===== config.mk =====
export PLATFORM = sky130hd
export DESIGN_NAME = machine_ctl
export DESIGN_NICKNAME = d
export VERILOG_FILES = /design/src/rtl/machine_ctl.sv
export SDC_FILE = /design/constraint.sdc
export NUM_CORES = 1
export LEC_CHECK = 0
export BUFFER_PORTS_ARGS = -buffer_cell sky130_fd_sc_hd__buf_2
export CAP_MARGIN = 20
export CORE_MARGIN = 2
export CORE_UTILIZATION = 50
export DETAILED_ROUTE_END_ITERATION = 10
export PLACE_DENSITY_LB_ADDON = 0.08
export SYNTH_ARGS = -nofsm -noshare
export SYNTH_HDL_FRONTEND = slang
export SYNTH_SLANG_ARGS = --single-unit

===== constraint.sdc =====
create_clock -name clk -period 2.7 [get_ports clk]
set_input_delay 0.27 -clock clk [delete_from_list [all_inputs] [get_ports clk]]
set_output_delay 0.27 -clock clk [all_outputs]
set_load 0.01 [all_outputs]

===== src/rtl/machine_ctl.sv =====
// Instruction-cycle sequencer: locks to the fetch strobe, steps phases 0..7 and
// issues registered PC/ACC/IR/memory/bus strobes decoded from opcode and zero flag.
module machine_ctl #(
  parameter int OPW    = 3,
  parameter bit RESYNC = 1'b1
) (
  input  logic           clk,
  input  logic           reset,
  input  logic           fetch,
  input  logic [OPW-1:0] opcode,
  input  logic           zero,
  output logic           inc_pc,
  output logic           load_acc,
  output logic           load_pc,
  output logic           rd,
  output logic           wr,
  output logic           load_ir,
  output logic           datactl_ena,
  output logic           halt,
  output logic           sync_err,
  output logic           active
);

  localparam logic [OPW-1:0] OP_HLT  = OPW'(0);
  localparam logic [OPW-1:0] OP_SKZ  = OPW'(1);
  localparam logic [OPW-1:0] OP_ADD  = OPW'(2);
  localparam logic [OPW-1:0] OP_ANDD = OPW'(3);
  localparam logic [OPW-1:0] OP_XORR = OPW'(4);
  localparam logic [OPW-1:0] OP_LDA  = OPW'(5);
  localparam logic [OPW-1:0] OP_STO  = OPW'(6);
  localparam logic [OPW-1:0] OP_JMP  = OPW'(7);

  typedef enum logic [1:0] {IDLE, RUN, HALTED} state_t;

  typedef struct packed {
    logic inc_pc;
    logic load_acc;
    logic load_pc;
    logic rd;
    logic wr;
    logic load_ir;
    logic datactl_ena;
    logic halt;
  } strobe_t;

  state_t  state, state_n;
  logic [2:0] phase, phase_n, np;
  logic    fetch_q, rise;
  strobe_t strb, strb_n;
  logic    sync_err_n, active_n;

  function automatic strobe_t dec(input logic [2:0] p, input logic [OPW-1:0] op,
                                  input logic z);
    strobe_t s;
    logic    alu;
    s   = '0;
    alu = (op == OP_ADD) || (op == OP_ANDD) || (op == OP_XORR) || (op == OP_LDA);
    case (p)
      3'd0: begin s.rd = 1'b1; s.load_ir = 1'b1; end
      3'd1: begin s.inc_pc = 1'b1; s.rd = 1'b1; s.load_ir = 1'b1; end
      3'd3: begin s.inc_pc = 1'b1; s.halt = (op == OP_HLT); end
      3'd4: begin
        s.load_pc     = (op == OP_JMP);
        s.rd          = alu;
        s.datactl_ena = (op == OP_STO);
      end
      3'd5: begin
        s.load_acc    = alu;
        s.rd          = alu;
        s.inc_pc      = ((op == OP_SKZ) && z) || (op == OP_JMP);
        s.load_pc     = (op == OP_JMP);
        s.wr          = (op == OP_STO);
        s.datactl_ena = (op == OP_STO);
      end
      3'd6: begin s.rd = alu; s.datactl_ena = (op == OP_STO); end
      3'd7: s.inc_pc = (op == OP_SKZ) && z;
      default: s = '0;
    endcase
    return s;
  endfunction

  assign rise = fetch & ~fetch_q;
  assign np   = (rise && RESYNC) ? 3'd0 : phase + 3'd1;

  // NOTE: every signal written here gets a default first so no latch is inferred.
  always_comb begin
    state_n    = state;
    phase_n    = phase;
    strb_n     = '0;
    sync_err_n = 1'b0;
    case (state)
      IDLE: if (rise) begin
        state_n = RUN;
        phase_n = 3'd0;
        strb_n  = dec(3'd0, opcode, zero);
      end
      RUN: begin
        phase_n    = np;
        strb_n     = dec(np, opcode, zero);
        sync_err_n = rise && (phase != 3'd7);
        if ((np == 3'd3) && (opcode == OP_HLT)) state_n = HALTED;
      end
      HALTED: strb_n.halt = 1'b1;  // phase frozen, fetch ignored until reset
      default: state_n = IDLE;
    endcase
    active_n = (state_n == RUN);
  end

  // NOTE: sequential state uses non-blocking assignments so all registers update together.
  always_ff @(posedge clk) begin
    if (reset) begin
      state    <= IDLE;
      phase    <= 3'd0;
      fetch_q  <= 1'b0;
      strb     <= '0;
      sync_err <= 1'b0;
      active   <= 1'b0;
    end else begin
      state    <= state_n;
      phase    <= phase_n;
      fetch_q  <= fetch;
      strb     <= strb_n;
      sync_err <= sync_err_n;
      active   <= active_n;
    end
  end

  assign inc_pc      = strb.inc_pc;
  assign load_acc    = strb.load_acc;
  assign load_pc     = strb.load_pc;
  assign rd          = strb.rd;
  assign wr          = strb.wr;
  assign load_ir     = strb.load_ir;
  assign datactl_ena = strb.datactl_ena;
  assign halt        = strb.halt;

endmodule

-- Yosys cells after proc, flatten, opt, wreduce, memory -nomap -nowiden
Index checks and enable logic that the tools add are counted.
- word-level logic and storage cells: 69
- register bits: 16
- output and inout port bits: 10
- input bits: 7
- equality and inequality tests: 18
- add/subtract/negate cells: 1
- multiplexer cells: 17
- bitwise logic cells: 3
- reduce and logical (&&, ||, !) cells: 17
- operator list (cell ; number):
    $eq 3x3->1 const B ; 8
    $pmux 7 s2 ; 1
    $eq 3x2->1 const B ; 3
    $reduce_or 2->1 ; 4
    $eq 3x1->1 const B ; 2
    $logic_not 3->1 ; 2
    $mux 1 ; 6
    $mux 3 ; 2
    $pmux 1 s3 ; 2
    $pmux 2 s3 ; 1
    $pmux 3 s2 ; 1
    $mux 5 ; 1
    $eq 2x1->1 const B ; 2
    $logic_or 1x1->1 ; 4
    $mux 2 ; 2
    $add 3x1->3 const B ; 1
    $logic_and 1x1->1 ; 3
    $ne 3x3->1 const B ; 1
    $reduce_or 3->1 ; 1
    $eq 2x2->1 const B ; 1
    $logic_not 2->1 ; 1
    $ne 2x2->1 const B ; 1
    $not 1->1 ; 2
    $pmux 1 s2 ; 1
    3 further kinds ; 3

-- Depth between registers and ports, before layout
- depth in word-level cells: 8
- gate-level depth with buffers: 6
- gate-level depth less buffers: 6

-- Worst setup path before layout
No wires, ideal clock.
- path kind: register to register
- start: reg phase[0]
- end: reg strb (netlist bit inc_pc)
- path buffers: 0
- cell stages (with the launch flop): 7
- period minus slack after synthesis: 1.914 ns
- library setup time: 0.060 ns
- required time: 2.640 ns
- slack: 0.786 ns
- data arrival time: 1.854 ns
- cell sequence: dfxtp_1 > ha_1 > ha_1 > inv_2 > or4_4 > o2111ai_1 > o2111a_1
- longest elaborated chain between the ends: 6
- elaborated cells on any way between the ends: 9
- classes of those cells: 1 x add/sub; 4 x eq/ne; 3 x mux; 1 x reduce/logical
- RTL lines (item ; RTL line ; source):
    start, declared ; 47 ; logic [2:0] phase, phase_n, np;
    start signal, assigned ; 120 ; phase <= phase_n;
    $add 3x1->3 (*) ; 83 ; assign np = (rise && RESYNC) ? 3'd0 : phase + 3'd1;
    $mux 3 (*) ; 83 ;
    $eq 3x2->1 or $eq 3x1->1 (tied branches) ; 58 ; case (p)
    $reduce_or 2->1 (no source line) ; n/a ;
    $pmux 1 s3 (*) ; 58 ;
    $pmux 7 s2 (*) ; 91 ; case (state)
    end signal, assigned ; 122 ; strb <= strb_n;
    end, declared ; 49 ; strobe_t strb, strb_n;
Mark *: on every way between the ends. The rest lies on a longest branch, timed or not.
A chain may end at the register's enable or synchronous reset.

-- Final worst setup path
Same ends and word-level chain as after synthesis.

==> run summary <==
Nets - 112
Pwr Total - 450.6 µW
Fillers - 117
largest net degree at the start of global routing - 10
initial antenna violation count - 0
number of buffers created by CTS - 3
Core Region - 1350 µm²
Distinct cells, synth - 30
Hold Path Cell Cnt - 2
Flop pwr share - 54.8%
combinational fraction of design power - 12.1%
HP Class - input pin to flop
period utilization - 76.57%
fmax - 483.7 MHz
worst-path maximum fanout - 7
sequential share of the synthesized area - 42.67%
# clock sinks - 16
setup_tns - 0 ns
CTS tree - done
Clk pwr share - 33.1%
endpoints failing setup - 0
setup bufs post-CTS - 0
power per cell area - 511.6 nW/µm²
HPWL Detailed - 1015 µm
Hold-fix buffers, CTS - 0
XOR/XNOR share of the synthesized area - 1.167%
dominant synthesized flop cell - dfxtp_1
Synth Area in Adders - 10.00%
RSZ-0062 raised after global routing - false
EDFF count, synth - 0
reg2reg path depth - 6
first-pass GRT wire length - 2270 µm
VDD IR-drop max - 0.4235 mV
Synth Instances - 79
Synth Area per Inst - 9.503 µm²
final slew viol count - 0
Setup crit end kind - flop
DRC viols - 0
crit path launch type - flop
layout cells sized above 1 - 24.49%
final WL - 1346 µm
Seq cells post-synth - 16
static leakage - 0.3685 nW
Mapped Area - 750.7 µm²
DR iter-0 viols - 18
largest reg by FF count - phase
post-CTS resize count - 0
Worst Path Required - 2.93 ns
biggest regs - phase: 3 flops, state: 2 flops
Core Util, Final - 65.25%
Antenna diodes - 0
I/O Buffers - 16
final hold viol count - 0
Cell Rows - 13
H-Tree Depth - 1
FFs w/ async S/R, synth - 0%
Starting Density - 55.61%
number of flip-flops in the largest register - 3
clk_skew - 0.001585 ns
Rel. slew slack - 60.59%
CTS max path bufs - 2
Clk Latency, worst-skew pair - 0.28 ns
routability cong. - 0.8132
Psw - 103.2 µW
Synthesized Nets - 92
switching power share of the total - 22.89%
vias in the first global route - 530
Tot GR Track Use - 16.49%
Synth Area in Compound Gates - 19.67%
cell internal pwr - 347.4 µW
mux cell area share after synthesis - 0%
DR vias/cell - 5.664
root buf cell - clkbuf_4
hold_ws - 0.2301 ns
Worst Path Arrival - 2.29 ns
Layout area overhead - 17.33%
critical path type - flop to flop
Worst-Margin Slew - 0.5899 ns
status - complete, no violations
# Max-Cap Violations - 0
total grt overflow - 0
die footprint - 1828 µm²
1st-pass router iterations - 4
most frequent cells in the layout - dfxtp_1, buf_2, nor2_1
YS warnings - 0
Die Y - 42.75 µm
ANT nets after route - 0
num ports - 17
DR WL/cell - 11.91 µm
Worst-path clk slew - 0.08 ns
vias - 640
largest family of logic cells by synthesized area - simple AND/OR/NAND/NOR gates
Die X - 42.75 µm
min Tclk post-route - 2.067 ns
Simple-Gate Fraction of Synth Area - 23.83%
[worst max-delay path, cell delays in order, from the launching register on]
cell       delay, ns
dfxtp_1         0.37
ha_1            0.22
ha_1            0.45
inv_2           0.06
or4_4           0.53
o2111ai_1       0.20
o2111a_1        0.18
[final timing paths]
kind	slack (ns)	startpoint	end
setup / recovery	0.63	phase[0]	inc_pc
hold / removal	0.23	fetch	fetch_q
setup reg to reg	0.63	phase[0]	inc_pc
hold reg to reg	0.50	phase[1]	phase[1]
[synth_stat cells (2+ instances only)]
library cell  number  share of area (%)
a21oi_1            5                3.3
nand3_1            2                1.3
nor2_1             9                4.5
nand2_1            6                3.0
dfxtp_1           16                 43
ha_1               6                 10
nand2b_1           2                1.7
nor3_1             2                1.3
nor2b_1            4                3.3
o21bai_1           3                3.0
a32oi_1            2                2.3
o22ai_1            2                1.7
inv_1              3                1.5
[metal layers]
metal  track usage (%)  vias up  share of wire (%)
met5                 0        -                  0
met4             3.750        0               0.15
met3             7.660        2                8.4
met2             24.55       27                 44
met1             21.56      285                 47
li1                  -      326                  -
[power groups by stage]
stage	Clock, mW	Sequential (mW)	Combinational [mW]
floorplan	0	0.255	0.0327
global placement	0	0.252	0.0539
detailed placement	0	0.253	0.0542
CTS	0.155	0.247	0.0544
global route	0.167	0.248	0.0601
finish	0.149	0.247	0.0545
[through the flow]
| step | std cells | area [µm²] | setup slack [ns] |
|---|---|---|---|
| 3_3_place_gp | 109 | 844.6 | 0.7049 |
| 5_1_grt | 113 | 880.8 | 0.5290 |
| 2_1_floorplan | 79 | 750.7 | 0.7861 |
| 6_report | 113 | 880.8 | 0.6326 |
| 3_5_place_dp | 109 | 844.6 | 0.6517 |
| 4_1_cts | 113 | 880.8 | 0.6287 |
[layout make-up]
| type | instances | area (µm²) | area share (%) |
|---|---|---|---|
| multi-input cells | 58 | 410.4 | 46.59 |
| well taps | 15 | 18.77 | 2.131 |
| inverters | 4 | 15.01 | 1.705 |
| repair buffers | 16 | 80.08 | 9.091 |
| flip-flops and latches | 16 | 320.3 | 36.36 |
| clock buffers | 4 | 36.28 | 4.119 |
[kinds of logic after synthesis]
logic type | after synthesis
buffers and inverters | 5
adders and majority gates | 6
AOI/OAI and AO/OA | 20
DFF | 16
xor gates and xnor gates | 1
and+or+nand+nor | 31
No activity file was read; power rests on OpenSTA's default activity.
